**config.mk**
```make
export PLATFORM = sky130hd
export DESIGN_NAME = nanorv32_test_monitor_flat
export DESIGN_NICKNAME = d
export VERILOG_FILES = /design/src/rtl/nanorv32_test_monitor_pkg.sv /design/src/rtl/nanorv32_test_monitor_if.sv /design/src/rtl/nanorv32_tm_fifo.sv /design/src/rtl/nanorv32_test_monitor.sv /design/src/flat_wrapper.sv
export SDC_FILE = /design/constraint.sdc
export NUM_CORES = 1
export LEC_CHECK = 0
export ABC_AREA = 1
export ABC_CLOCK_PERIOD_IN_PS = 2100
export CORE_UTILIZATION = 40
export CTS_BUF_LIST = sky130_fd_sc_hd__clkbuf_2
export CTS_CLUSTER_DIAMETER = 200
export DETAILED_ROUTE_END_ITERATION = 10
export HOLD_SLACK_MARGIN = 0.03
export MAX_ROUTING_LAYER = met4
export PLACE_DENSITY = 0.67
export SYNTH_ARGS = -nofsm -noshare
export SYNTH_HDL_FRONTEND = slang
export SYNTH_SLANG_ARGS = --single-unit
```
**constraint.sdc**
```tcl
create_clock -name clk -period 2.1 [get_ports clk]
set_input_delay 0.42 -clock clk [delete_from_list [all_inputs] [get_ports clk]]
set_output_delay 0.42 -clock clk [all_outputs]
set_load 0.03 [all_outputs]
```
**src/rtl/nanorv32_test_monitor_pkg.sv**
```systemverilog
// Shared types and default codes for the nanorv32 end-of-test / console monitor.
// The chip top and benches import this package.
package nanorv32_test_monitor_pkg;

  typedef enum logic [2:0] {
    TM_RUN          = 3'd0,
    TM_PASS         = 3'd1,
    TM_FAIL         = 3'd2,
    TM_FAIL_UNKNOWN = 3'd3,
    TM_FAIL_ILLEGAL = 3'd4,
    TM_TIMEOUT      = 3'd5
  } tm_status_e;

  localparam logic [31:0] TM_DEF_EXIT_PC    = 32'h0000_0100;
  localparam logic [31:0] TM_DEF_PUTC_PC    = 32'h0000_0088;
  localparam logic [31:0] TM_DEF_PASS_CODE  = 32'hCAFF_E000;
  localparam logic [31:0] TM_DEF_FAIL_CODE  = 32'hDEAD_D000;
  localparam logic [31:0] TM_DEF_TMO_CYCLES = 32'd1_000_000;
  localparam logic [7:0]  TM_CHAR_LF        = 8'h0A;

  function automatic logic tm_is_lf(input logic [7:0] c);
    return (c == TM_CHAR_LF);
  endfunction

endpackage

```
**src/rtl/nanorv32_test_monitor_if.sv**
```systemverilog
// Retire-stream inputs and console/verdict outputs of the test monitor.
// master = CPU/bench side, slave = monitor side.
interface nanorv32_test_monitor_if
  import nanorv32_test_monitor_pkg::*;
#(
  parameter int ADDR_W = 32,
  parameter int DATA_W = 32,
  parameter int TMO_W  = 32
);
  logic              retire_valid;
  logic [ADDR_W-1:0] retire_pc;
  logic [DATA_W-1:0] a0_value;
  logic              illegal_instr;
  logic              char_pop;
  logic              char_valid;
  logic [7:0]        char_data;
  logic              line_flush;
  logic              char_ovf;
  tm_status_e        status;
  logic              done;
  logic [TMO_W-1:0]  cycle_cnt;

  modport master (
    output retire_valid, retire_pc, a0_value, illegal_instr, char_pop,
    input  char_valid, char_data, line_flush, char_ovf, status, done, cycle_cnt
  );

  modport slave (
    input  retire_valid, retire_pc, a0_value, illegal_instr, char_pop,
    output char_valid, char_data, line_flush, char_ovf, status, done, cycle_cnt
  );
endinterface

```
**src/rtl/nanorv32_tm_fifo.sv**
```systemverilog
// Synchronous FIFO with a registered head; a push is visible one cycle after its edge.
// A push into a full FIFO is accepted only when a pop frees a slot in the same cycle.
module nanorv32_tm_fifo #(
  parameter int WIDTH = 8,
  parameter int DEPTH = 16
) (
  input  logic             clk,
  input  logic             rst,
  input  logic             push,
  input  logic             pop,
  input  logic [WIDTH-1:0] din,
  output logic             full,
  output logic             valid,
  output logic [WIDTH-1:0] head
);
  localparam int AW = $clog2(DEPTH);
  localparam int PW = AW + 1;

  logic [WIDTH-1:0] mem_r [DEPTH];
  logic [PW-1:0]    wr_ptr_r, rd_ptr_r, wr_ptr_s, rd_ptr_s;
  logic             empty_s, full_s, do_push_s, do_pop_s;
  logic             valid_r;
  logic [WIDTH-1:0] head_r, head_s;

  // Next pointers and next head, bypassing a write that lands on the new read slot.
  always_comb begin
    empty_s   = (wr_ptr_r == rd_ptr_r);
    full_s    = (wr_ptr_r[AW] != rd_ptr_r[AW]) && (wr_ptr_r[AW-1:0] == rd_ptr_r[AW-1:0]);
    do_pop_s  = pop && !empty_s;
    do_push_s = push && (!full_s || do_pop_s);
    wr_ptr_s  = do_push_s ? (wr_ptr_r + PW'(1'b1)) : wr_ptr_r;
    rd_ptr_s  = do_pop_s  ? (rd_ptr_r + PW'(1'b1)) : rd_ptr_r;
    if (do_push_s && (wr_ptr_r[AW-1:0] == rd_ptr_s[AW-1:0])) begin
      head_s = din;
    end else begin
      head_s = mem_r[rd_ptr_s[AW-1:0]];
    end
  end

  // Storage array; not reset, emptiness comes from the pointers.
  always_ff @(posedge clk) begin
    if (do_push_s) begin
      mem_r[wr_ptr_r[AW-1:0]] <= din;
    end
  end

  // Pointers and registered read port.
  always_ff @(posedge clk) begin
    if (rst) begin
      wr_ptr_r <= '0;
      rd_ptr_r <= '0;
      valid_r  <= 1'b0;
      head_r   <= '0;
    end else begin
      wr_ptr_r <= wr_ptr_s;
      rd_ptr_r <= rd_ptr_s;
      valid_r  <= (wr_ptr_s != rd_ptr_s);
      head_r   <= head_s;
    end
  end

  assign full  = full_s;
  assign valid = valid_r;
  assign head  = head_r;
endmodule

```
**src/rtl/nanorv32_test_monitor.sv**
```systemverilog
// End-of-test verdict FSM, RUN cycle counter and putc console FIFO for nanorv32.
// Fed from the CPU retire port; all outputs are registered.
module nanorv32_test_monitor
  import nanorv32_test_monitor_pkg::*;
#(
  parameter int                ADDR_W     = 32,
  parameter int                DATA_W     = 32,
  parameter logic [ADDR_W-1:0] EXIT_PC    = TM_DEF_EXIT_PC,
  parameter logic [ADDR_W-1:0] PUTC_PC    = TM_DEF_PUTC_PC,
  parameter logic [DATA_W-1:0] PASS_CODE  = TM_DEF_PASS_CODE,
  parameter logic [DATA_W-1:0] FAIL_CODE  = TM_DEF_FAIL_CODE,
  parameter int                FIFO_DEPTH = 16,
  parameter int                TMO_W      = 32,
  parameter logic [TMO_W-1:0]  TMO_CYCLES = TM_DEF_TMO_CYCLES
) (
  input logic                    clk,
  input logic                    rst,
  nanorv32_test_monitor_if.slave bus
);
  localparam bit               TMO_EN   = (TMO_CYCLES != '0);
  localparam logic [TMO_W-1:0] TMO_LAST = TMO_CYCLES - 1'b1;

  tm_status_e       status_r, status_s;
  logic             done_r, line_flush_r, char_ovf_r;
  logic [TMO_W-1:0] cycle_cnt_r;
  logic             in_run_s, exit_hit_s, push_s, drop_s;
  logic             fifo_full_s, fifo_valid_s;
  logic [7:0]       fifo_head_s;

  // Verdict priority: illegal, then exit code, then timeout (so exit wins a tie).
  always_comb begin
    in_run_s   = (status_r == TM_RUN);
    exit_hit_s = bus.retire_valid && (bus.retire_pc == EXIT_PC);
    push_s     = bus.retire_valid && (bus.retire_pc == PUTC_PC) && in_run_s;
    drop_s     = push_s && fifo_full_s && !bus.char_pop;
    status_s   = status_r;
    if (!in_run_s) begin
      status_s = status_r;
    end else if (bus.illegal_instr) begin
      status_s = TM_FAIL_ILLEGAL;
    end else if (exit_hit_s) begin
      if (bus.a0_value == PASS_CODE) begin
        status_s = TM_PASS;
      end else if (bus.a0_value == FAIL_CODE) begin
        status_s = TM_FAIL;
      end else begin
        status_s = TM_FAIL_UNKNOWN;
      end
    end else if (TMO_EN && (cycle_cnt_r == TMO_LAST)) begin
      status_s = TM_TIMEOUT;
    end else begin
      status_s = TM_RUN;
    end
  end

  // Verdict, saturating RUN counter, newline pulse and sticky overflow flag.
  always_ff @(posedge clk) begin
    if (rst) begin
      status_r     <= TM_RUN;
      done_r       <= 1'b0;
      cycle_cnt_r  <= '0;
      line_flush_r <= 1'b0;
      char_ovf_r   <= 1'b0;
    end else begin
      status_r     <= status_s;
      done_r       <= (status_s != TM_RUN);
      if (in_run_s && (cycle_cnt_r != '1)) begin
        cycle_cnt_r <= cycle_cnt_r + 1'b1;
      end
      line_flush_r <= push_s && !drop_s && tm_is_lf(bus.a0_value[7:0]);
      if (drop_s) begin
        char_ovf_r <= 1'b1;
      end
    end
  end

  nanorv32_tm_fifo #(
    .WIDTH (8),
    .DEPTH (FIFO_DEPTH)
  ) u_fifo (
    .clk   (clk),
    .rst   (rst),
    .push  (push_s),
    .pop   (bus.char_pop),
    .din   (bus.a0_value[7:0]),
    .full  (fifo_full_s),
    .valid (fifo_valid_s),
    .head  (fifo_head_s)
  );

  assign bus.status     = status_r;
  assign bus.done       = done_r;
  assign bus.cycle_cnt  = cycle_cnt_r;
  assign bus.line_flush = line_flush_r;
  assign bus.char_ovf   = char_ovf_r;
  assign bus.char_valid = fifo_valid_s;
  assign bus.char_data  = fifo_head_s;
endmodule

```
**src/flat_wrapper.sv**
```systemverilog
// flat-port wrapper written by rule: the top's interface ports become plain ports
module nanorv32_test_monitor_flat import nanorv32_test_monitor_pkg::*;
#(
  parameter int                ADDR_W     = 32,
  parameter int                DATA_W     = 32,
  parameter logic [ADDR_W-1:0] EXIT_PC    = TM_DEF_EXIT_PC,
  parameter logic [ADDR_W-1:0] PUTC_PC    = TM_DEF_PUTC_PC,
  parameter logic [DATA_W-1:0] PASS_CODE  = TM_DEF_PASS_CODE,
  parameter logic [DATA_W-1:0] FAIL_CODE  = TM_DEF_FAIL_CODE,
  parameter int                FIFO_DEPTH = 16,
  parameter int                TMO_W      = 32,
  parameter logic [TMO_W-1:0]  TMO_CYCLES = TM_DEF_TMO_CYCLES
)
  (clk, rst, bus_retire_valid, bus_retire_pc, bus_a0_value, bus_illegal_instr, bus_char_pop, bus_char_valid, bus_char_data, bus_line_flush, bus_char_ovf, bus_status, bus_done, bus_cycle_cnt);
  nanorv32_test_monitor_if #(.ADDR_W(ADDR_W), .DATA_W(DATA_W), .TMO_W(TMO_W)) bus_i ();
  input logic clk;
  input logic rst;
  input wire logic [$bits(bus_i.retire_valid)-1:0] bus_retire_valid;
  input wire logic [$bits(bus_i.retire_pc)-1:0] bus_retire_pc;
  input wire logic [$bits(bus_i.a0_value)-1:0] bus_a0_value;
  input wire logic [$bits(bus_i.illegal_instr)-1:0] bus_illegal_instr;
  input wire logic [$bits(bus_i.char_pop)-1:0] bus_char_pop;
  output wire logic [$bits(bus_i.char_valid)-1:0] bus_char_valid;
  output wire logic [$bits(bus_i.char_data)-1:0] bus_char_data;
  output wire logic [$bits(bus_i.line_flush)-1:0] bus_line_flush;
  output wire logic [$bits(bus_i.char_ovf)-1:0] bus_char_ovf;
  output wire logic [$bits(bus_i.status)-1:0] bus_status;
  output wire logic [$bits(bus_i.done)-1:0] bus_done;
  output wire logic [$bits(bus_i.cycle_cnt)-1:0] bus_cycle_cnt;
  assign bus_i.retire_valid = bus_retire_valid;
  assign bus_i.retire_pc = bus_retire_pc;
  assign bus_i.a0_value = bus_a0_value;
  assign bus_i.illegal_instr = bus_illegal_instr;
  assign bus_i.char_pop = bus_char_pop;
  assign bus_char_valid = bus_i.char_valid;
  assign bus_char_data = bus_i.char_data;
  assign bus_line_flush = bus_i.line_flush;
  assign bus_char_ovf = bus_i.char_ovf;
  assign bus_status = bus_i.status;
  assign bus_done = bus_i.done;
  assign bus_cycle_cnt = bus_i.cycle_cnt;
  nanorv32_test_monitor #(.ADDR_W(ADDR_W), .DATA_W(DATA_W), .EXIT_PC(EXIT_PC), .PUTC_PC(PUTC_PC), .PASS_CODE(PASS_CODE), .FAIL_CODE(FAIL_CODE), .FIFO_DEPTH(FIFO_DEPTH), .TMO_W(TMO_W), .TMO_CYCLES(TMO_CYCLES)) u_core (.clk(clk), .rst(rst), .bus(bus_i));
endmodule
```
# [Word-level counts from Yosys, hierarchy flattened]
# Memories as Yosys holds them, arrays and structs flattened. A register that Yosys moved wholly into a read port is not among the register bits.
# Cells that the tools add are included.
[totals] ff_bits=49 ramBits=128 input_bits=69 output_inout_bits=47 word_cells=51 n_memories=1
[mem_list] name="u_core.u_fifo.mem_r" depth=16 word_bits=8 rd=1 rd_clocked_by_memory_dff=1 wr=1 line="nanorv32_tm_fifo.sv:19" text="logic [WIDTH-1:0] mem_r [DEPTH];"
[classes] add_sub_neg=3 eq_ne=11 n_mux=10 reduce_logical=18
[ops] op="$eq A32 B32 Y1 const B" count=2
[ops] op="$add A32 B1 Y32 const B" count=1
[ops] op="$eq A32 B20 Y1 const B" count=1
[ops] op="$eq A32 B8 Y1 const B" count=1
[ops] op="$eq A32 B9 Y1 const B" count=1
[ops] op="$ne A32 B32 Y1 const B" count=1
[ops] op="$mux W3" count=5
[ops] op="$logic_and A1 B1 Y1" count=11
[ops] op="$add A5 B1 Y5 const B" count=2
[ops] op="$mux W5" count=2
[ops] op="$eq A8 B4 Y1 const B" count=1
[ops] op="$eq A5 B5 Y1" count=1
[ops] op="$ne A5 B5 Y1" count=1
[ops] op="$eq A4 B4 Y1" count=1
[ops] op="$logic_not A1 Y1" count=4
[ops] op="$logic_not A3 Y1" count=1
[ops] op="$mux W1" count=3
[ops] op="$reduce_bool A3 Y1" count=1
[ops] op="$logic_or A1 B1 Y1" count=1
[ops] op="$ne A1 B1 Y1" count=1

# [Longest topological paths before layout]
# Gate-level depths: netlist of run 1.
[logic_depth] depth_word=8 mapped_depth=18 mapped_depth_nobuf=17

# [By module]
# A second synthesis of run 1 with hierarchy kept.
[hier_totals] cells_unflattened=1181 area_unflattened_um2=9703.1
[modules_own_cells] mod="nanorv32_tm_fifo" instances=1 cells_per_inst=697 area_each_um2=6869.1 seq_area_each_um2=4224.1
[modules_own_cells] mod="nanorv32_test_monitor" instances=1 cells_per_inst=484 area_each_um2=2834.0 seq_area_each_um2=760.7

# [Worst setup path after synthesis of run 1]
# No wires, ideal clock.
[synth_path] kind="input to register" start="input bus_retire_pc[5]" end="memory u_core.u_fifo.mem_r[0][0] (enable)" setup_ps=370 arrival_time_ps=1765 t_required_ps=1730 path_slack_ps=-36 cell_stages=9 path_buffers=0 cell_sequence="nor2_1 nand2_1 nor3_1 nand2_1 nor2_1 nand3_1 inv_1 nand2_1 nor2_1"
[synth_between] elab_chain_cells=6
[synth_lines] item="start: declaration" line="flat_wrapper.sv:19" text="input wire logic [$bits(bus_i.retire_pc)-1:0] bus_retire_pc;"
[synth_lines] item="$eq A32 B8 Y1" line="nanorv32_test_monitor.sv:34" text="push_s = bus.retire_valid && (bus.retire_pc == PUTC_PC) && in_run_s;"
[synth_lines] item="$logic_and A1 B1 Y1 (2 in a row)" line="nanorv32_test_monitor.sv:34"
[synth_lines] item="$logic_and A1 B1 Y1" line="nanorv32_tm_fifo.sv:30" text="do_push_s = push && (!full_s || do_pop_s);"
[synth_lines] item="$mux W1" line="nanorv32_tm_fifo.sv:42" text="if (do_push_s) begin"
[synth_lines] item="$mux W1 (not written as such)" line="nanorv32_tm_fifo.sv:43" text="mem_r[wr_ptr_r[AW-1:0]] <= din;"
[synth_lines] item="end: declaration" line="nanorv32_tm_fifo.sv:19"
# Every way passes these cells.

# [Worst setup path after layout of run 1]
[layout_path] start="register u_core.u_fifo.rd_ptr_r[1]" end="register u_core.u_fifo.head_r[5] (netlist: u_core.u_fifo.head[5]) (read register of u_core.u_fifo.mem_r)"
[layout_between] elab_chain_cells=4 elab_cells_between_ends=5 classes_between="add/sub (1); eq/ne (1); mux (1); reduce/logical (2)"
[layout_lines] item="start: declaration" line="nanorv32_tm_fifo.sv:20" text="logic [PW-1:0] wr_ptr_r, rd_ptr_r, wr_ptr_s, rd_ptr_s;"
[layout_lines] item="start signal: assignment" line="nanorv32_tm_fifo.sv:56" text="rd_ptr_r <= rd_ptr_s;"
[layout_lines] item="parallel branches: the longest is 3 deep, another holds $add A5 B1 Y5"
[layout_lines] item="$mux W5 (*)" line="nanorv32_tm_fifo.sv:32" text="rd_ptr_s = do_pop_s ? (rd_ptr_r + PW'(1'b1)) : rd_ptr_r;"
[layout_lines] item="end: declaration" line="nanorv32_tm_fifo.sv:23" text="logic [WIDTH-1:0] head_r, head_s;"
# Mark *: on every way between the ends.
# A chain may end at the register's enable or synchronous reset.

==> parameters.txt, run 1 <==
Parameter                              Value

Outcome
  Result of the run ... finished clean

Place
  PortBufs ... 115
  Placed Area ... 11,790 µm²
  Detailed placer's ending HPWL ... 19,360 µm
  Routability Congestion ... just over 0.9

Routing
  Overall via count from detail_route ... around 8,600
  Pre-antenna DRT Iters ... 8
  Post-route ant nets ... 0
  Detail-routed via count per cell ... 5.125
  Drt drc ... 0
  DRT iter0 DRCs ... 886
  Detailed-route wire length per cell ... 17.23 µm
  Final wirelength ... 29,010 µm

Yosys
  Per-instance average area after synthesis ... between 8 and 9 µm²
  Basic-gate share of the synthesized area counting and, or, nand and nor cells ... 0.3068
  Post-synthesis cell type count ... 43
  Number of standard cells after synthesis ... ~1,100
  Combinational family with the most area after synthesis ... simple AND/OR/NAND/NOR gates
  Share of the yosys chip area belonging to registers ... 0.5321
  Post-synthesis instance area ... 9369 µm²
  Warnings from Yosys ... 0
  Post-Synth XOR/XNOR Area ... 0.01603
  Synthesized netlist net count ... 1,171
  Total of flip-flops plus latches after synthesis ... 185
  Adder-cell share of the synthesized area ... 0.008013
  Compound-cell area share of the yosys netlist ... 0.03499
  Mux share of post-synthesis cell area ... 0

STA
  Final Max Slew Viols ... 0
  Fin Hold WS ... 0.3393 ns
  RSZ-0062 raised after global routing ... yes
  Final setup fails ... 0
  Transition at the pin with the smallest max-transition slack ... around 0.52 ns
  Shortest period the worst path allows ... between 2 and 2.5 ns
  Setup_tns ... 0 ns
  Remaining max-slew budget at the tightest pin ... 0.6561
  Worst Clk Skew ... 0.04462 ns
  Hold Vio Cnt, Final ... 0
  Achievable clock frequency ... 480.5 MHz
  Share of the clock period used by the worst path ... 0.9911

Pwr
  Cell Int Power ... about 8.1 mW
  Power density over cell area ... about 1100 nW/µm²
  Switching share of power ... 0.4332
  Power consumption ... 14.25 mW
  Cell leakage power ... roughly 5.5 nW
  Largest voltage drop on the vdd net ... approximately 0.65 mV
  Proportion of power drawn by flip-flops and latches ... 0.288
  Relative contribution of the clock network to total power ... 0.144
  Combinational group share of total power ... 0.568
  Net Switching ... 6.174 mW

Floorplanning
  Full die area ... 24,040 µm²
  Initial standard-cell utilization of the core ... 0.4113
  DIE HEIGHT ... 155.0 µm
  Die outline width ... 155.0 µm
  Area of the core ... between 20,000 and 25,000 µm²
  I/O pin count ... 116
  Row cnt ... 55

GRT
  Met2 Track Usage GR ... 0.3910
  Met1 layer usage reported by global route ... 0.3152
  Wire length of the first global-routing pass ... about 44,000 µm
  Initial antenna violation count ... 1
  GR Util All Layers ... 0.2459
  Maximum number of pins on one net before global-route repair ... 27
  Global-route layer with the greatest usage ... met2
  Met3 Track Usage GR ... 0.04624
  Overflow after GRT ... 0
  Number of global-route vias before repair ... 8,149

Final layout
  Fin util ... 0.5669
  Share of cells above drive strength 1 ... 0.2847
  Nets ... around 1,400
  Cell area after layout ... 12,910 µm²
  Count of filler cells inserted in the layout ... slightly above 2,000
  Most common cell after layout, fill and taps aside ... nand2_1
  Layout-stage area growth over the synthesis result ... 37.83%
  Leading cell types in the layout, fill and taps excluded ... nand2_1 (189), inv_1 (178), nand3_1 (139)

Critical path
  Crit path capture type ... register
  Crit path from ... u_core.u_fifo.rd_ptr_r[1]$_SDFF_PP0_
  Critical path launch point type ... register
  CP Max Fanout ... 8
  Origin of the critical flop-to-flop path ... u_core.u_fifo.rd_ptr_r[1]$_SDFF_PP0_
  Data required time of the worst path ... around 2.9 ns
  Worst path arrival time ... 2.84 ns
  Setup slack of the most critical reg-to-reg path ... 0.02 ns
  Critical path start-end classification ... reg -> reg

CTS
  Root buf cell ... clkbuf_2
  CTS Sinks ... 185
  Insertion delay of the later-clocked pin in the worst-skew pair ... 0.81 ns
  Clock-pin transition on the worst setup and hold timing paths ... 0.31 ns
  CTS tree ... built
  CTS Buf Count ... 17
  CTS H-Tree Depth ... 4
  Post-CTS Hold Fix Bufs ... 0
  CTS Buffer Depth ... 2

Hold path
  Path type of the worst min-delay path ... in -> reg
  Beginning of the worst hold path ... rst

Flow run
  Max Cap Violations ... 0
==> path summary, 6_finish.rpt <==
path                                           endpoint  cells past startpoint
setup reg to reg       u_core.u_fifo.head[5]$_SDFF_PP0_                     16
setup / recovery       u_core.u_fifo.head[5]$_SDFF_PP0_                     16
hold / removal    u_core.bus.cycle_cnt[14]$_SDFFE_PP0P_                      3
hold reg to reg   u_core.bus.cycle_cnt[31]$_SDFFE_PP0P_                      2
==> per-layer routing <==
metal  wire, µm  up-vias
met1      12260     4048
met5          0        -
met3       2231       48
li1           -     4149
met2      13780      386
met4        735        0
==> logic make-up (layout without fill, tap and decap cells) <==
group / count (synthesis) / count (layout)
DFF: 185 / 185
other: 0 / 1
adders and majority gates: 6 / 6
and+or+nand+nor: 599 / 600
xor gates and xnor gates: 15 / 15
buffers and inverters: 232 / 505
AOI/OAI and AO/OA: 59 / 59
==> area by class of cell <==
cell class	count	area (µm²)	area share
Clock buffer	17	85.08	0.006589
Antenna cell	1	2.502	0.0001938
Sequential cell	185	5037	0.3901
Clock inverter	15	200.2	0.01550
Tap cell	313	391.6	0.03033
Timing Repair Buffer	281	2635	0.2041
Multi-Input combinational cell	680	3826	0.2963
Inverter	192	735.7	0.05697
==> repair_timing <==
action | in CTS | in global routing
gates cloned | 6 | 5
endpoints found under the setup margin | 71 | 143
setup buffers | 15 | 9
resized for setup | 180 | 139
pin swaps | 6 | 54
==> stage by stage <==
stage / cells / worst slack [ns]
detailed placement: 1617 / -0.5805
CTS: 1670 / -0.01112
floorplan: 1096 / -0.03561
global placement: 1617 / -0.5599
global route: 1684 / -0.09821
finish: 1684 / 0.01876
==> cells in the mapped netlist, drive strengths merged <==
| library cell | instances | area share |
|---|---|---|
| nand3 | 194 | 0.11 |
| buf | 32 | 0.021 |
| a21o | 1 | 0.00080 |
| nor4 | 13 | 0.010 |
| edfxtp | 128 | 0.41 |
| clkinv | 1 | 0.00040 |
| o21ai | 21 | 0.013 |
| a211oi | 2 | 0.0016 |
| or2 | 2 | 0.0013 |
| ha | 6 | 0.0080 |
| inv | 191 | 0.077 |
| nor3 | 23 | 0.013 |
| a31oi | 2 | 0.0013 |
| o21a | 3 | 0.0024 |
| nor3b | 1 | 0.00080 |
| nand2 | 213 | 0.088 |
| xor2 | 10 | 0.011 |
| xnor2 | 5 | 0.0047 |
| clkbuf | 8 | 0.0033 |
| nand3b | 39 | 0.031 |
| nand4 | 20 | 0.013 |
| a21oi | 30 | 0.016 |
| nor2 | 94 | 0.040 |
| dfxtp | 57 | 0.12 |
==> state kept, by name (all words and copies together), names as in the netlist <==
register	flops
u_core.bus.done	1
u_core.bus.status	3
u_core.bus.line_flush	1
u_core.u_fifo.rd_ptr_r	5
u_core.u_fifo.valid	1
u_core.bus.cycle_cnt	32
u_core.u_fifo.head	8
u_core.u_fifo.mem_r	128
u_core.bus.char_ovf	1
u_core.u_fifo.wr_ptr_r	5
==> critical path: stages, from the launching register on <==
cell and delay (ns):
dfxtp_2 0.42, inv_2 0.05, nand2_2 0.06, nand2_2 0.06, nor2_4 0.14, nand3_4 0.12
buf_6 0.14, nand3_4 0.10, buf_12 0.18, clkbuf_16 0.17, nand3b_1 0.08, nand3_1 0.10
nand3_2 0.09, nand3_2 0.12, nand3_2 0.06, nand2_1 0.09, inv_1 0.06
==> power groups by stage <==
stage / Sequential (mW) / Clock (mW) / Combinational, mW
CTS: 4.11 / 2.08 / 6.93
finish: 4.11 / 2.05 / 8.09
global placement: 4.18 / 0 / 5.95
detailed placement: 4.18 / 0 / 6.04
floorplan: 4.34 / 0 / 3.70
global route: 4.12 / 2.23 / 8.65
Note: power is estimated with default switching activity, not from simulation.
==> run 2, diff against run 1 <==
--- a/config.mk
+++ b/config.mk
@@ -10,10 +10,12 @@
 export CORE_UTILIZATION = 40
 export CTS_BUF_LIST = sky130_fd_sc_hd__clkbuf_2
 export CTS_CLUSTER_DIAMETER = 200
+export CTS_CLUSTER_SIZE = 12
 export DETAILED_ROUTE_END_ITERATION = 10
 export HOLD_SLACK_MARGIN = 0.03
 export MAX_ROUTING_LAYER = met4
 export PLACE_DENSITY = 0.67
+export RECOVER_POWER = 25
 export SYNTH_ARGS = -nofsm -noshare
 export SYNTH_HDL_FRONTEND = slang
 export SYNTH_SLANG_ARGS = --single-unit
==> run 2 against run 1 <==
Effect of this change:
- final cell count unchanged
- critical endpoint unchanged
- critical path depth unchanged
- global-route usage unchanged
- first-iteration DRC count decreased by 6.0%
- flip-flop and latch count unchanged
- final area decreased by 0.23%
- clock power about the same
- largest cell class unchanged
- worst hold slack got worse by 0.0016 ns
==> parameters.txt, run 2 (synthesis gave the netlist of run 1 again) <==
Parameter                              Value

Routing
  Drt drc ... 0 (unchanged)
  Post-route ant nets ... 0 (unchanged)
  Detail-routed via count per cell ... 5.133 (+0.15%)
  Detailed-route wire length per cell ... 17.23 µm (about the same)
  DRT iter0 DRCs ... 833 (-6.0%)
  Overall via count from detail_route ... 8,644 (+0.15%)
  Pre-antenna DRT Iters ... 6 (-2)
  Final wirelength ... 29,010 µm (about the same)

Final layout
  Number of standard cells in the layout, taps in and fillers out ... 1,684 (unchanged)
  Leading cell types in the layout, fill and taps excluded ... nand2_1 (189), inv_1 (178), nand3_1 (139)
  Max reg flops ... 128 (unchanged)
  Share of cells above drive strength 1 ... 0.2788 (-0.005839)
  Nets ... 1,432 (unchanged)
  Most common cell after layout, fill and taps aside ... nand2_1
  Fin util ... 0.5656 (-0.001318)
  Layout-stage area growth over the synthesis result ... 37.51%

CTS
  CTS Buffer Depth ... 2 (unchanged)
  CTS Buf Count ... 17 (unchanged)
  CTS H-Tree Depth ... 4 (unchanged)
  Root buf cell ... clkbuf_2
  CTS Sinks ... 185 (unchanged)
  Clock-pin transition on the worst setup and hold timing paths ... 0.31 ns (about the same)
  Insertion delay of the later-clocked pin in the worst-skew pair ... 0.82 ns (about the same)
  CTS tree ... built

Critical path
  Worst path arrival time ... 2.84 ns (about the same)
  Cell-by-cell trace of the critical path ... inv_2 > nand2_2 > nand2_4 > nor2_4 > nand3_4 > buf_6 > nand3_4 > buf_12 > clkbuf_16 > nand3b_1 > nand3_1 > nand3_2 > nand3_2 > nand3_2 > nand2_1 > inv_1
  Setup slack of the most critical reg-to-reg path ... 0.02 ns (about the same)
  Crit path capture type ... register
  Origin of the critical flop-to-flop path ... u_core.u_fifo.wr_ptr_r[0]$_SDFF_PP0_
  Cell family with the largest share of critical-path delay ... simple AND/OR/NAND/NOR gates
  Data required time of the worst path ... 2.86 ns (about the same)
  Crit path from ... u_core.u_fifo.wr_ptr_r[0]$_SDFF_PP0_
  Cell depth of the worst flop-to-flop path ... 16 (unchanged)
  Largest stage delay on the critical path ... 0.43 ns (about the same)
  Cell type with the highest occurrence count on the critical path ... nand3_2
  R2R Path End ... u_core.u_fifo.head[5]$_SDFF_PP0_
  Worst setup endpoint ... u_core.u_fifo.head[5]$_SDFF_PP0_
  Critical path launch point type ... register
  Number of buffers and inverters on the critical path ... 5 (unchanged)
  Stages on the worst setup path ... 16 (unchanged)
  Slowest stage cell on the critical path ... dfxtp_2
  CP Max Fanout ... 8 (unchanged)
  Critical path start-end classification ... reg -> reg

Pwr
  Largest voltage drop on the vdd net ... 0.6452 mV (-0.42%)
  Cell leakage power ... 5.512 nW (-0.49%)
  Power density over cell area ... 1107 nW/µm² (+0.30%)

Flow run
  Max Cap Violations ... 0 (unchanged)

GRT
  Overflow after GRT ... 0 (unchanged)
  Number of global-route vias before repair ... 8,149 (unchanged)
  GR Util All Layers ... 0.2459 (unchanged)
  Wire length of the first global-routing pass ... 43,770 µm (unchanged)
  Maximum number of pins on one net before global-route repair ... 27 (unchanged)
  Initial antenna violation count ... 1 (unchanged)

Floorplanning
  I/O pin count ... 116 (unchanged)
  Row cnt ... 55 (unchanged)
  Initial standard-cell utilization of the core ... 0.4113 (unchanged)
  Full die area ... 24,040 µm² (unchanged)
  Die outline width ... 155.0 µm (unchanged)
  DIE HEIGHT ... 155.0 µm (unchanged)
  Area of the core ... 22,780 µm² (unchanged)

STA
  RSZ-0062 raised after global routing ... yes
  Hold Vio Cnt, Final ... 0 (unchanged)
  Final setup fails ... 0 (unchanged)
  Shortest period the worst path allows ... 2.079 ns (-0.001922 ns)
  Transition at the pin with the smallest max-transition slack ... 1.026 ns (+0.5106 ns)
  Share of the clock period used by the worst path ... 0.9902 (about the same)
  Remaining max-slew budget at the tightest pin ... 0.3157 (-0.3404)
  Final Max Slew Viols ... 0 (unchanged)
  Worst Clk Skew ... 0.04853 ns (+0.003911 ns)
  Fin Hold WS ... 0.3377 ns (-0.001629 ns)
  Achievable clock frequency ... 480.9 MHz (about the same)

Outcome
  Result of the run ... finished clean

Hold path
  Path type of the worst min-delay path ... in -> reg
  Beginning of the worst hold path ... rst
  Hold path cells ... 3 (unchanged)

Place
  Detailed placer's ending HPWL ... 19,360 µm (unchanged)
  PortBufs ... 115 (unchanged)
  Total placed cells including tap cells ... 1,617 (unchanged)
  Routability Congestion ... 0.9286 (unchanged)
run 2: cell count changes in the layout (fill, tap and decap cells not counted):
cell / previous run / this run
buf_4: 135 / 127
clkbuf_1: 0 / 8
clkdlybuf4s50_1: 68 / 62
dlygate4sd3_1: 0 / 6
run 2: through the flow:
stage / total power [mW] / setup TNS, ns / setup slack, ns / cell area (µm²)
2_1_floorplan: 8.036 / -3.418 / -0.03561 / 9369
3_5_place_dp: 10.22 / -71.86 / -0.5805 / 11790
3_3_place_gp: 10.13 / -69.39 / -0.5599 / 11790
4_1_cts: 13.12 / -0.01112 / -0.01112 / 12460
5_1_grt: 14.99 / -0.6599 / -0.09821 / 12880
6_report: 14.26 / 0 / 0.02068 / 12880
run 2: per-layer routing:
metal  share of wire  vias up  GRT usage
met5               0        -          -
met1            0.42     4059     0.3152
met3           0.077       58    0.04624
li1                -     4148          -
met2            0.47      379     0.3910
met4           0.028        0    0.08298
run 2: repair_timing:
action                     4_1_cts  5_1_grt
cloned                           6        5
buffers inserted                15        9
setup endpoints to repair       71      143
resized for setup              180      139
hold buffers                     0        0
pin swaps                        6       54
run 2: area by class of cell:
class / count / area, µm²
multi-input combinational: 680 / 3826
fill: 2034 / 9894
clock buffer: 17 / 85.08
sequential: 185 / 5037
tap: 313 / 391.6
timing repair buffer: 281 / 2605
antenna: 1 / 2.502
inverter: 192 / 735.7
clock inverter: 15 / 200.2
run 2: worst min-delay path by stage:
stage / endpoint / slack (ns)
2_1_floorplan: u_core.u_fifo.mem_r[0][0]$_DFFE_PP_ / 0.52
3_3_place_gp: u_core.bus.char_ovf$_SDFFE_PP0P_ / 0.46
3_5_place_dp: u_core.bus.char_ovf$_SDFFE_PP0P_ / 0.46
4_1_cts: u_core.bus.cycle_cnt[14]$_SDFFE_PP0P_ / 0.28
5_1_grt: u_core.bus.cycle_cnt[14]$_SDFFE_PP0P_ / 0.26
6_report: u_core.bus.cycle_cnt[14]$_SDFFE_PP0P_ / 0.34
run 2: worst min-delay path, delay by kind of cell:
family                 cells  cell delay [ns]
buffers and inverters      2             0.70
AND/OR/NAND/NOR            1             0.05
run 2: report_power, final:
group	switching (mW)	internal, mW	leakage, nW
combinational	4.68	3.42	3.71
sequential	0.0865	4.03	1.63
clock	1.42	0.628	0.165
total	6.19	8.07	5.51
==> run 3, diff against run 2 <==
--- a/config.mk
+++ b/config.mk
@@ -7,6 +7,7 @@
 export LEC_CHECK = 0
 export ABC_AREA = 1
 export ABC_CLOCK_PERIOD_IN_PS = 2100
+export CORE_MARGIN = 1.5
 export CORE_UTILIZATION = 40
 export CTS_BUF_LIST = sky130_fd_sc_hd__clkbuf_2
 export CTS_CLUSTER_DIAMETER = 200
==> run 3 against run 2 <==
Effect of this change:
- the run now ends with setup timing left
- setup slack worse by 0.031 ns
- final area is 2.5% lower
- maximum frequency is 1.5% lower
- flip-flop and latch count stayed put
- routed wire length is 6.2% lower
- critical path depth stayed put
- worst hold slack better by 0.12 ns
- largest cell class unchanged
- critical path type unchanged
- die area is 1.3% higher
- sequential share of layout area is 0.81 points higher
- combinational power is 6.2% lower
- utilization is 1.4 points lower
- clock-buffer cell count is 1 higher
==> parameters.txt, run 3 (synthesis gave the netlist of run 1 again) <==
Parameter                              Value

Final layout
  Nets ... 1,427 (-0.35%)
  Footprint of the multi-input gates ... 3770 µm² (-1.5%)
  Count of filler cells inserted in the layout ... 2,074 (+2.0%)
  Share of cells above drive strength 1 ... 0.2366 (-0.04220)
  Max reg flops ... 128 (unchanged)
  Most common cell after layout, fill and taps aside ... nand2_1
  Register Area ... 5015 µm² (-0.45%)
  Leading cell types in the layout, fill and taps excluded ... nand2_1 (194), inv_1 (180), nand3_1 (157)
  Cell area after layout ... 12,560 µm² (-2.5%)
  Layout-stage area growth over the synthesis result ... 34.11%

STA
  Achievable clock frequency ... 473.9 MHz (-1.5%)
  Setup_tns ... -0.02427 ns (-0.02427 ns)
  Setup slack of the critical path after layout ... -0.01010 ns (-0.03078 ns)
  RSZ-0062 raised after global routing ... yes
  Final Max Slew Viols ... 0 (unchanged)
  Remaining max-slew budget at the tightest pin ... 0.3248 (+0.009071)
  Share of the clock period used by the worst path ... 1.005 (+0.01466)
  Final setup fails ... 3 (+3)
  Shortest period the worst path allows ... 2.110 ns (+0.03078 ns)
  Transition at the pin with the smallest max-transition slack ... 1.013 ns (-0.01361 ns)
  Fin Hold WS ... 0.4543 ns (+0.1167 ns)
  Worst Clk Skew ... 0.03850 ns (-0.01003 ns)
  Hold Vio Cnt, Final ... 0 (unchanged)

Critical path
  R2R Path End ... u_core.u_fifo.head[0]$_SDFF_PP0_
  Largest stage delay on the critical path ... 0.42 ns (about the same)
  Crit path capture type ... register
  Setup slack of the most critical reg-to-reg path ... -0.01 ns (-0.03 ns)
  Origin of the critical flop-to-flop path ... u_core.u_fifo.wr_ptr_r[2]$_SDFF_PP0_
  Data required time of the worst path ... 2.81 ns (-0.05 ns)
  Cell family with the largest share of critical-path delay ... simple AND/OR/NAND/NOR gates
  Cell-by-cell trace of the critical path ... inv_2 > nand2_1 > nand2_2 > nor2_4 > nand3_4 > nand2_8 > buf_6 > o21ai_4 > buf_12 > nand2_2 > nand2_4 > nor2_4 > nand2_4 > nand3_1 > nand2_1 > inv_1
  Worst path arrival time ... 2.82 ns (-0.02 ns)
  Number of buffers and inverters on the critical path ... 4 (-1)
  Critical path start-end classification ... reg -> reg
  Cell depth of the worst flop-to-flop path ... 16 (unchanged)
  Critical path launch point type ... register
  CP Max Fanout ... 8 (unchanged)
  Slowest stage cell on the critical path ... dfxtp_2

Pwr
  Power density over cell area ... 1059 nW/µm² (-4.3%)
  Cell leakage power ... 5.318 nW (-3.5%)
  Largest voltage drop on the vdd net ... 0.7224 mV (+12%)

Routing
  Final wirelength ... 27,200 µm (-6.2%)
  DRT iter0 DRCs ... 703 (-16%)
  Top Metal Used ... met4
  Pre-antenna DRT Iters ... 5 (-1)
  Detailed-route wire length per cell ... 16.20 µm (-5.9%)
  Met3 routed wirelength ... 1632 µm (-27%)
  Drt drc ... 0 (unchanged)
  Routed met1 length ... 11,780 µm (-3.6%)
  Post-route ant nets ... 0 (unchanged)
  Overall via count from detail_route ... 8,435 (-2.4%)
  Detail-routed via count per cell ... 5.024 (-2.1%)
  Met2 wire length ... 13,100 µm (-4.7%)

GRT
  GR Util All Layers ... 0.2287 (-0.01719)
  Maximum number of pins on one net before global-route repair ... 33 (+22%)
  Initial antenna violation count ... 1 (unchanged)
  Overflow after GRT ... 0 (unchanged)
  Wire length of the first global-routing pass ... 41,450 µm (-5.3%)
  Number of global-route vias before repair ... 7,835 (-3.9%)

CTS
  CTS tree ... built
  Clock-pin transition on the worst setup and hold timing paths ... 0.28 ns (-0.03 ns)
  CTS Buf Count ... 17 (unchanged)
  Insertion delay of the later-clocked pin in the worst-skew pair ... 0.77 ns (-0.05 ns)
  CTS Sinks ... 185 (unchanged)
  CTS Buffer Depth ... 2 (unchanged)
  CTS H-Tree Depth ... 4 (unchanged)
  Root buf cell ... clkbuf_2

Hold path
  Beginning of the worst hold path ... rst
  Path type of the worst min-delay path ... in -> reg
  Hold endpoint ... u_core.bus.cycle_cnt[14]$_SDFFE_PP0P_
  Hold path cells ... 3 (unchanged)

Place
  DP Worst Slack ... -0.5555 ns (+0.02506 ns)
  Detailed placer's ending HPWL ... 19,700 µm (+1.8%)
  PortBufs ... 115 (unchanged)
  Routability Congestion ... 0.9171 (-1.2%)
  Placed Area ... 11,820 µm² (+0.21%)

Floorplanning
  DIE HEIGHT ... 156.0 µm (+0.64%)
  Initial standard-cell utilization of the core ... 0.4113 (unchanged)
  I/O pin count ... 116 (unchanged)
  Row cnt ... 55 (unchanged)
  Area of the core ... 22,780 µm² (unchanged)
  Die outline width ... 156.0 µm (+0.64%)
  Full die area ... 24,350 µm² (+1.3%)

Outcome
  Violated checks ... setup timing
  Result of the run ... finished, violations left

Flow run
  Max Cap Violations ... 0 (unchanged)
==> run 3: cell types whose count changed in the layout (fill, tap and decap cells not counted), moves of 10 or more <==
cell           before  now
buf_2              19    4
dlygate4sd2_1       3   13
nand3_2            53   34
dfxtp_1            21   35
nand3_1           139  157
dfxtp_2            33   21
==> run 3: metal layers <==
metal / track usage / vias to the layer above
met1: 0.2925 / 3953
li1: - / 4131
met5: - / -
met3: 0.03611 / 49
met2: 0.3716 / 302
met4: 0.07483 / 0
==> run 3: where the power goes <==
| group | internal (mW) | switching (mW) |
|---|---|---|
| Sequential | 4.03 | 0.0878 |
| Clock | 0.319 | 1.28 |
| Combinational | 3.12 | 4.47 |
| Total | 7.47 | 5.84 |
==> run 3: repair_timing <==
action	4_1_cts	5_1_grt
endpoints found under the setup margin	56	114
gates cloned	2	3
setup buffers	7	7
endpoints found under the hold margin	0	0
hold buffers	0	0
pin swaps	7	24
resized for setup	127	98
==> run 3: worst max-delay path by stage <==
stage | start | endpoint | slack, ns | depth (start not counted)
after floorplan | bus_retire_pc[5] | u_core.u_fifo.mem_r[0][0]$_DFFE_PP_ | -0.04 | 9
final | u_core.u_fifo.wr_ptr_r[2]$_SDFF_PP0_ | u_core.u_fifo.head[0]$_SDFF_PP0_ | -0.01 | 16
after global routing | u_core.u_fifo.rd_ptr_r[2]$_SDFF_PP0_ | u_core.u_fifo.head[7]$_SDFF_PP0_ | -0.14 | 17
after detailed placement | bus_retire_pc[4] | u_core.u_fifo.mem_r[12][7]$_DFFE_PP_ | -0.56 | 11
after global placement | bus_retire_pc[4] | u_core.u_fifo.mem_r[9][5]$_DFFE_PP_ | -0.49 | 11
after CTS | u_core.u_fifo.rd_ptr_r[0]$_SDFF_PP0_ | u_core.u_fifo.head[2]$_SDFF_PP0_ | -0.02 | 14
==> run 3: cell type report <==
class,instances,share of cell area
multi-input combinational,681,0.3000
inverter,192,0.05875
clock buffer,18,0.007170
tap,313,0.03117
timing repair buffer,275,0.1957
clock inverter,14,0.007867
sequential,185,0.3991
antenna,1,0.0001992
==> run 3: metrics by stage <==
stage          utilization  cells  total power, mW
2_1_floorplan            -   1096            8.036
3_3_place_gp        0.5188   1627            10.26
3_5_place_dp        0.5188   1627            10.31
4_1_cts             0.5345   1668            12.30
5_1_grt             0.5516   1679            14.08
6_report            0.5516   1679            13.31
==> run 3: tightest hold or removal path, stage by stage <==
cell and delay, ns:
clkdlybuf4s50_1 0.42, buf_4 0.25, nor2_1 0.12
